<file path="src/rtl/halt_watch_monitor.sv">
// Run-control monitor: PC watch slots with hit thresholds, loadable timeout, r/w conflict counter.
// Optional macro HALT_ON_PM_ERROR_EN makes pm_error in RUN a halt event (cause 3).
module halt_watch_monitor #(
    parameter int unsigned NUM_WATCH = 4,
    parameter int unsigned ADDR_W    = 32,
    parameter int unsigned HIT_W     = 4,
    parameter int unsigned TMO_W     = 32,
    localparam int unsigned IDX_W    = (NUM_WATCH > 1) ? $clog2(NUM_WATCH) : 1
) (
    input  logic              clk,
    input  logic              rst,
    input  logic              start,
    input  logic              cfg_we,
    input  logic [IDX_W-1:0]  cfg_idx,
    input  logic [ADDR_W-1:0] cfg_addr,
    input  logic [HIT_W-1:0]  cfg_thresh,
    input  logic              tmo_we,
    input  logic [TMO_W-1:0]  tmo_value,
    input  logic              pc_load,
    input  logic [ADDR_W-1:0] pc_out,
    input  logic              mem_read,
    input  logic              mem_write,
    input  logic              pm_error,
    output logic              halt,
    output logic [1:0]        halt_cause,
    output logic [IDX_W-1:0]  halt_slot,
    output logic [TMO_W-1:0]  run_cycles,
    output logic [15:0]       rw_conflicts
);

    typedef enum logic [1:0] {StIdle, StRun, StHalted} state_e;

    localparam logic [1:0] CauseWatch   = 2'd1;
    localparam logic [1:0] CauseTimeout = 2'd2;
    localparam logic [1:0] CausePmErr   = 2'd3;

    state_e              state_q, state_d;
    logic [ADDR_W-1:0]   addr_q   [NUM_WATCH];
    logic [ADDR_W-1:0]   addr_d   [NUM_WATCH];
    logic [HIT_W-1:0]    thresh_q [NUM_WATCH];
    logic [HIT_W-1:0]    thresh_d [NUM_WATCH];
    logic [HIT_W-1:0]    hit_q    [NUM_WATCH];
    logic [HIT_W-1:0]    hit_d    [NUM_WATCH];
    logic [TMO_W-1:0]    reload_q, reload_d;
    logic [TMO_W-1:0]    tmo_q, tmo_d;
    logic                halt_q, halt_d;
    logic [1:0]          cause_q, cause_d;
    logic [IDX_W-1:0]    slot_q, slot_d;
    logic [TMO_W-1:0]    run_cycles_q, run_cycles_d;
    logic [15:0]         rw_q, rw_d;

    logic                watch_fire;
    logic [IDX_W-1:0]    fire_slot;
    logic                pm_ev;
    logic                tmo_ev;

`ifdef HALT_ON_PM_ERROR_EN
    assign pm_ev = pm_error;
`else
    logic unused_pm_error;
    assign unused_pm_error = pm_error;
    assign pm_ev = 1'b0;
`endif

    always_comb begin
        state_d      = state_q;
        addr_d       = addr_q;
        thresh_d     = thresh_q;
        hit_d        = hit_q;
        reload_d     = reload_q;
        tmo_d        = tmo_q;
        halt_d       = halt_q;
        cause_d      = cause_q;
        slot_d       = slot_q;
        run_cycles_d = run_cycles_q;
        rw_d         = rw_q;
        watch_fire   = 1'b0;
        fire_slot    = '0;
        tmo_ev       = 1'b0;

        if (mem_read && mem_write && rw_q != 16'hFFFF) begin
            rw_d = rw_q + 16'd1;
        end

        case (state_q)
            StIdle: begin
                for (int i = 0; i < NUM_WATCH; i++) begin
                    if (cfg_we && cfg_idx == IDX_W'(i)) begin
                        addr_d[i]   = cfg_addr;
                        thresh_d[i] = cfg_thresh;
                    end
                end
                if (tmo_we) begin
                    reload_d = tmo_value;
                end
                if (start) begin
                    state_d      = StRun;
                    run_cycles_d = '0;
                    // A reload written on the start cycle is used by this run.
                    tmo_d        = tmo_we ? tmo_value : reload_q;
                    for (int i = 0; i < NUM_WATCH; i++) begin
                        hit_d[i] = '0;
                    end
                end
            end
            StRun: begin
                // Scan high to low so the lowest firing index ends up in fire_slot.
                for (int i = NUM_WATCH - 1; i >= 0; i--) begin
                    if (pc_load && pc_out == addr_q[i] && thresh_q[i] != '0) begin
                        if (hit_q[i] != '1) begin
                            hit_d[i] = hit_q[i] + HIT_W'(1);
                        end
                        if (hit_q[i] == thresh_q[i] - HIT_W'(1)) begin
                            watch_fire = 1'b1;
                            fire_slot  = IDX_W'(i);
                        end
                    end
                end
                tmo_ev = (reload_q != '0) && (tmo_q == '0);
                if (tmo_q != '0) begin
                    tmo_d = tmo_q - TMO_W'(1);
                end
                if (watch_fire || pm_ev || tmo_ev) begin
                    state_d = StHalted;
                    halt_d  = 1'b1;
                    if (watch_fire) begin
                        cause_d = CauseWatch;
                        slot_d  = fire_slot;
                    end else if (pm_ev) begin
                        cause_d = CausePmErr;
                    end else begin
                        cause_d = CauseTimeout;
                    end
                end else if (run_cycles_q != '1) begin
                    run_cycles_d = run_cycles_q + TMO_W'(1);
                end
            end
            StHalted: ;
            default: state_d = StIdle;
        endcase
    end

    always_ff @(posedge clk) begin
        if (rst) begin
            state_q      <= StIdle;
            reload_q     <= '0;
            tmo_q        <= '0;
            halt_q       <= 1'b0;
            cause_q      <= '0;
            slot_q       <= '0;
            run_cycles_q <= '0;
            rw_q         <= '0;
            for (int i = 0; i < NUM_WATCH; i++) begin
                addr_q[i]   <= '0;
                thresh_q[i] <= '0;
                hit_q[i]    <= '0;
            end
        end else begin
            state_q      <= state_d;
            addr_q       <= addr_d;
            thresh_q     <= thresh_d;
            hit_q        <= hit_d;
            reload_q     <= reload_d;
            tmo_q        <= tmo_d;
            halt_q       <= halt_d;
            cause_q      <= cause_d;
            slot_q       <= slot_d;
            run_cycles_q <= run_cycles_d;
            rw_q         <= rw_d;
        end
    end

    assign halt         = halt_q;
    assign halt_cause   = cause_q;
    assign halt_slot    = slot_q;
    assign run_cycles   = run_cycles_q;
    assign rw_conflicts = rw_q;

endmodule

</file>
<file path="config.mk">
export PLATFORM = sky130hd
export DESIGN_NAME = halt_watch_monitor
export DESIGN_NICKNAME = d
export VERILOG_FILES = /design/src/rtl/halt_watch_monitor.sv
export SDC_FILE = /design/constraint.sdc
export NUM_CORES = 1
export LEC_CHECK = 0
export CORE_UTILIZATION = 39
export CTS_BUF_LIST = sky130_fd_sc_hd__clkbuf_2
export DETAILED_ROUTE_END_ITERATION = 12
export SYNTH_ARGS = -nofsm -noshare
export SYNTH_HDL_FRONTEND = slang
export SYNTH_SLANG_ARGS = --single-unit
</file>
<file path="constraint.sdc">
create_clock -name clk -period 8 [get_ports clk]
set_input_delay 2 -clock clk [delete_from_list [all_inputs] [get_ports clk]]
set_output_delay 2 -clock clk [all_outputs]
set_load 0.01 [all_outputs]
</file>
# Word level (Yosys, flattened, before mapping)
# Cells that the tools add are included.
# word_totals
latch_bits	0
mem_bits_rw	0
n_memories	0
reg_bits	279
rom_bits	0
input_bits	111
# classes
multipliers	0
shifts	0
n_div	0
addsub	11
reduce_logical	39
n_eq_ne	32
magnitude_cmp	0
n_mux	39
n_bitwise	1
# op_table
op	count
$mux W32	6
$eq A32 B32 Y1	4
$pmux W32 S2	2
$reduce_bool A32 Y1	2
$add A32 B1 Y32 const B	1
$logic_not A32 Y1	1
$mux W4	8
$ne A32 B32 Y1 const B	1
$pmux W16 S2	1
$sub A32 B1 Y32 const B	1
$ne A2 B2 Y1 const B	13
$mux W2	11
$reduce_and A4 Y1	5
$add A16 B1 Y16 const B	1
$add A4 B1 Y4 const B	4
$eq A4 B4 Y1	4
$mux W16	1
$ne A16 B16 Y1 const B	1
$ne A4 B4 Y1 const B	4
$reduce_bool A4 Y1	4
$sub A4 B1 Y4 const B	4
$logic_and A1 B1 Y1	15
$reduce_and A2 Y1	5
$mux W1	9
other kinds (8)	14

# Logic depth before layout (Yosys ltp)
# depth
depth_word	14
ltp_mapped	12
ltp_nobuf	10

# Least setup slack after synthesis
# No wires, ideal clock.
# synth_timing
path_type	in2reg
from	input pc_out[10]
to	register run_cycles_q[13], in the netlist run_cycles[13]
path_buffers	2
setup_time_ns	0.132
stages	10
arrival_ns	3.962
path_slack_ns	3.906
cell_sequence	clkbuf_1 -> xnor2_1 -> nand4_1 -> or4_1 -> nor4_2 -> nor4_4 -> a21boi_4 -> clkbuf_1 -> or4_1 -> a21oi_1
# synth_via
elab_chain_cells	14
elab_cells_between_ends	23
classes_between	eq/ne: 5; mux: 8; reduce/logical: 10
# synth_rtl
element	line_no	rtl
start, declared	20	input logic [ADDR_W-1:0] pc_out,
$eq A32 B32 Y1	109	if (pc_load && pc_out == addr_q[i] && thresh_q[i] != '0) begin
$logic_and A1 B1 Y1 (2 in a row)	109	
$mux W1	109	
$mux W1	113	if (hit_q[i] == thresh_q[i] - HIT_W'(1)) begin
$mux W1	109	
$mux W1	113	
$mux W1	109	
$mux W1	113	
$mux W1 (*)	109	
$mux W1 (*)	85	case (state_q)
$logic_or A1 B1 Y1 (*)	123	if (watch_fire || pm_ev || tmo_ev) begin
$ne A2 B2 Y1 (no line) (*)	-	
$reduce_and A4 Y1 (no line) (*)	-	
end signal, assigned	168	run_cycles_q <= run_cycles_d;
end, declared	49	logic [TMO_W-1:0] run_cycles_q, run_cycles_d;
# Every way passes the cells marked *; elsewhere a longest branch is shown, timed or not. The select of a mux whose other input is x is not followed.
# A chain may end at the register's enable or synchronous reset.

# Worst setup path in the final report
# layout_timing
from	input pc_out[2]
to	register run_cycles_q[15], in the netlist run_cycles[15]
# Same word-level chain as after synthesis.

==> results.yml <==
outcome:
  status: "completed"
clock_network:
  post-cts-setup-buffers: 0
  clock_pin_transition_on_the_worst_setup_and_hold_timing_paths_ps: 100
  clock_sinks: 279
  post_cts_resize_count: 0
  num_cts_buffers: 78
  clock_tree.root_cell: "sky130_fd_sc_hd__clkbuf_2"
  clock_insertion_delay_worst_skew_ps: 930
  cts.hold.buffers_added: 0
  cts.path.max_buffers: 3
  h-tree-depth: 3
  tritoncts: "built"
grt:
  grt_pass1_vias: 11531
  grt_antenna_before_repair: 2
  grt_start_max_net_pins: 107
  grt_first_pass_wirelength_mm: 63.3
  grt.overflow.total: 0
  groute.usage.overall_pct: 22.2
synth:
  ys_async_sr_fraction_pct: 0
  average_footprint_of_a_synthesized_cell_um2: 7.83
  post_synth_instance_area_um2: 13700
  synth_area_leader: "sky130_fd_sc_hd__dfxtp_1"
  dominantRegCellSynth: "sky130_fd_sc_hd__dfxtp_1"
  synth.lib_cells_used.distinct: 58
  seq_cells_post_synth: 279
  synth.top_cell.area_share_pct: 40.7
  synth-seq-area-share_pct: 40.7
  count_of_flip_flops_with_a_built_in_enable_after_synthesis: 0
  yosys_warnings: 0
  syn_nets: 1879
  synth_area_leaders: "sky130_fd_sc_hd__dfxtp_1 41%, sky130_fd_sc_hd__nand2_1 11%, sky130_fd_sc_hd__a21oi_1 8.5%"
  syn_inst: 1753
placement:
  placement.setup.worst_slack_ps: 2130
  dpl.hpwl_mm: 27.1
  place_congestion: 0.818
  buffers_on_ports: 162
setup_path:
  timing.critical_path.to_type: "register"
  worstSetupPathType: "input port to register"
  crit_path_max_fanout: 60
  startpoint_type: "input port"
  crit_required_ps: 8860
  critPathArrivalTime_ps: 5840
pwr:
  cellLeakagePower_nw: 5.65
  p_sw_w: 0.000951
  combinational_cell_fraction_of_total_power_pct: 16.1
  cellInternalPower_w: 0.00205
  p_sw_share_pct: 31.7
  power_frac_seq_pct: 49.8
  clock_power_share_pct: 34.1
  irDropWorstVdd_mv: 0.0868
  powerDensity_nw_per_um2: 186
flow_run:
  cap_viol_max_count: 0
sta:
  clock_skew_ps: 68.3
  final_max_slew_viol_count: 0
  setup_ws_ps: 3020
  rsz_0062_raised_after_global_routing: "no"
  setup_total_negative_slack_ps: 0
  worst_slew_margin_rel_pct: 16.4
  timing_worst_slew_pin_value_ps: 1250
  hold_violations: 0
  final-setup-viol-count: 0
  final.min_clock_period_ps: 4980
  maxClockFrequency_mhz: 201
  final_min_period_over_clock_period_pct: 62.2
die:
  num_rows: 68
  floorplan.io_pins: 164
  dieArea_um2: 35900
  floorplan.initialDensity_pct: 39.6
  core-area_um2: 34600
  die_x_um: 190
  fp.dieH_um: 190
detailed_routing:
  ant_nets: 0
  wire_per_inst_um: 16.9
  avgViaCountPerCell: 5.30
  drc_errors: 0
  via_count: 12652
  dr.first_iter.drc_count: 1034
  routed_wl_mm: 40.3
  firstDrtPassIters: 5
final_layout:
  fin_nets: 2009
  final_common_cell: "sky130_fd_sc_hd__nand2_1"
  layout_common_cells: "407 x sky130_fd_sc_hd__nand2_1, 279 x sky130_fd_sc_hd__dfxtp_1, 232 x sky130_fd_sc_hd__a21oi_1"
  area_delta_synth_final_pct: 17.8
  post_route_cells_drive_above_1_share_pct: 8.44
hold_path:
  min-delay-path-class: "register to register"
[state kept, by name, indices dropped and copies added, names as in the netlist]
name,count
halt_cause,2
hit_q,16
addr_q,128
reload_q,32
tmo_q,32
rw_conflicts,16
thresh_q,16
halt,1
halt_slot,2
state_q,2
run_cycles,32
[stage by stage]
step	cells	util [%]	power [W]	hold WS, ps	cell area (um^2)
3_5_place_dp	2258	44.8	0.00201	439	15500
5_1_grt	2387	46.7	0.00316	472	16200
3_3_place_gp	2258	44.8	0.00200	439	15500
2_1_floorplan	1753	-	0.00184	427	13700
4_1_cts	2386	46.7	0.00304	453	16200
6_report	2388	46.7	0.00300	449	16200
[cells in the mapped netlist, types with 3 or more instances]
master / number
sky130_fd_sc_hd__o22ai_1: 4
sky130_fd_sc_hd__nor4_1: 25
sky130_fd_sc_hd__clkbuf_2: 3
sky130_fd_sc_hd__and2_1: 5
sky130_fd_sc_hd__ha_1: 15
sky130_fd_sc_hd__o21ai_1: 9
sky130_fd_sc_hd__nor3_1: 33
sky130_fd_sc_hd__xnor2_1: 117
sky130_fd_sc_hd__nor4_4: 3
sky130_fd_sc_hd__o211ai_1: 8
sky130_fd_sc_hd__inv_1: 19
sky130_fd_sc_hd__mux2i_1: 32
sky130_fd_sc_hd__a21oi_1: 232
sky130_fd_sc_hd__or4_1: 15
sky130_fd_sc_hd__a22oi_1: 9
sky130_fd_sc_hd__buf_2: 20
sky130_fd_sc_hd__nand2_1: 408
sky130_fd_sc_hd__dfxtp_1: 279
sky130_fd_sc_hd__nand4_1: 48
sky130_fd_sc_hd__o21ai_0: 52
sky130_fd_sc_hd__buf_6: 3
sky130_fd_sc_hd__nand2b_1: 5
sky130_fd_sc_hd__clkbuf_1: 97
sky130_fd_sc_hd__nor3b_1: 3
sky130_fd_sc_hd__a2111oi_0: 3
sky130_fd_sc_hd__o31ai_1: 6
sky130_fd_sc_hd__xor2_1: 58
sky130_fd_sc_hd__nor2_1: 100
sky130_fd_sc_hd__and4_1: 7
sky130_fd_sc_hd__and3_1: 13
sky130_fd_sc_hd__or3_1: 30
sky130_fd_sc_hd__a31oi_1: 5
sky130_fd_sc_hd__nand3_1: 32
sky130_fd_sc_hd__a211oi_1: 19
sky130_fd_sc_hd__mux2_2: 5
[power groups by stage]
| stage | Combinational (W) | Clock [W] | Sequential (W) |
|---|---|---|---|
| floorplan | 0.000325 | 0 | 0.00151 |
| global placement | 0.000475 | 0 | 0.00152 |
| detailed placement | 0.000481 | 0 | 0.00152 |
| CTS | 0.000484 | 0.00106 | 0.00149 |
| global route | 0.000532 | 0.00113 | 0.00150 |
| finish | 0.000485 | 0.00102 | 0.00149 |
[worst max-delay path, cell delays in order]
cell and delay [ps]:
sky130_fd_sc_hd__clkdlybuf4s50_1 570, sky130_fd_sc_hd__xnor2_1 430, sky130_fd_sc_hd__nand4_1 150, sky130_fd_sc_hd__nor4_1 750, sky130_fd_sc_hd__and4_1 420, sky130_fd_sc_hd__nor4_4 100, sky130_fd_sc_hd__a21boi_4 990, sky130_fd_sc_hd__o21ai_0 250
sky130_fd_sc_hd__a21oi_1 170
[cell type report]
cell class                      count  area, um^2
Antenna cell                        2        5.00
Clock buffer                      118         591
Clock inverter                     10        65.1
Fill cell                        3453       18500
Inverter                           19        71.3
Multi-Input combinational cell   1330        7570
Sequential cell                   279        5590
Tap cell                          455         569
Timing Repair Buffer              175        1720
[logic make-up after synthesis]
logic type / after synthesis / share of synthesized area, %
buf+inv: 144 / 4.39
xor+xnor: 175 / 11.2
flops: 279 / 40.7
compound gates: 363 / 14.7
mux: 37 / 2.74
simple gates: 740 / 24.9
fa+ha+maj: 15 / 1.37
[path summary, 6_finish.rpt]
path                                               endpoint  cells after the start                       start  slack [ps]
worst max-delay path            run_cycles[15]$_SDFFE_PP0P_                      9                   pc_out[2]        3020
worst min-delay path              halt_slot[1]$_SDFFE_PP0P_                      2   halt_slot[1]$_SDFFE_PP0P_         450
worst max register to register  run_cycles[15]$_SDFFE_PP0P_                      8  run_cycles[7]$_SDFFE_PP0P_        4290
worst min register to register    halt_slot[1]$_SDFFE_PP0P_                      2   halt_slot[1]$_SDFFE_PP0P_         450
[metal layers]
metal	up-vias	global-route usage, %	wire length [um]
met1	5861	31.5	19100
met2	414	33.1	17600
met3	67	4.50	2660
li1	6310	-	-
met5	-	0	0
met4	0	8.19	926
No activity file was read; power rests on OpenSTA's default activity.
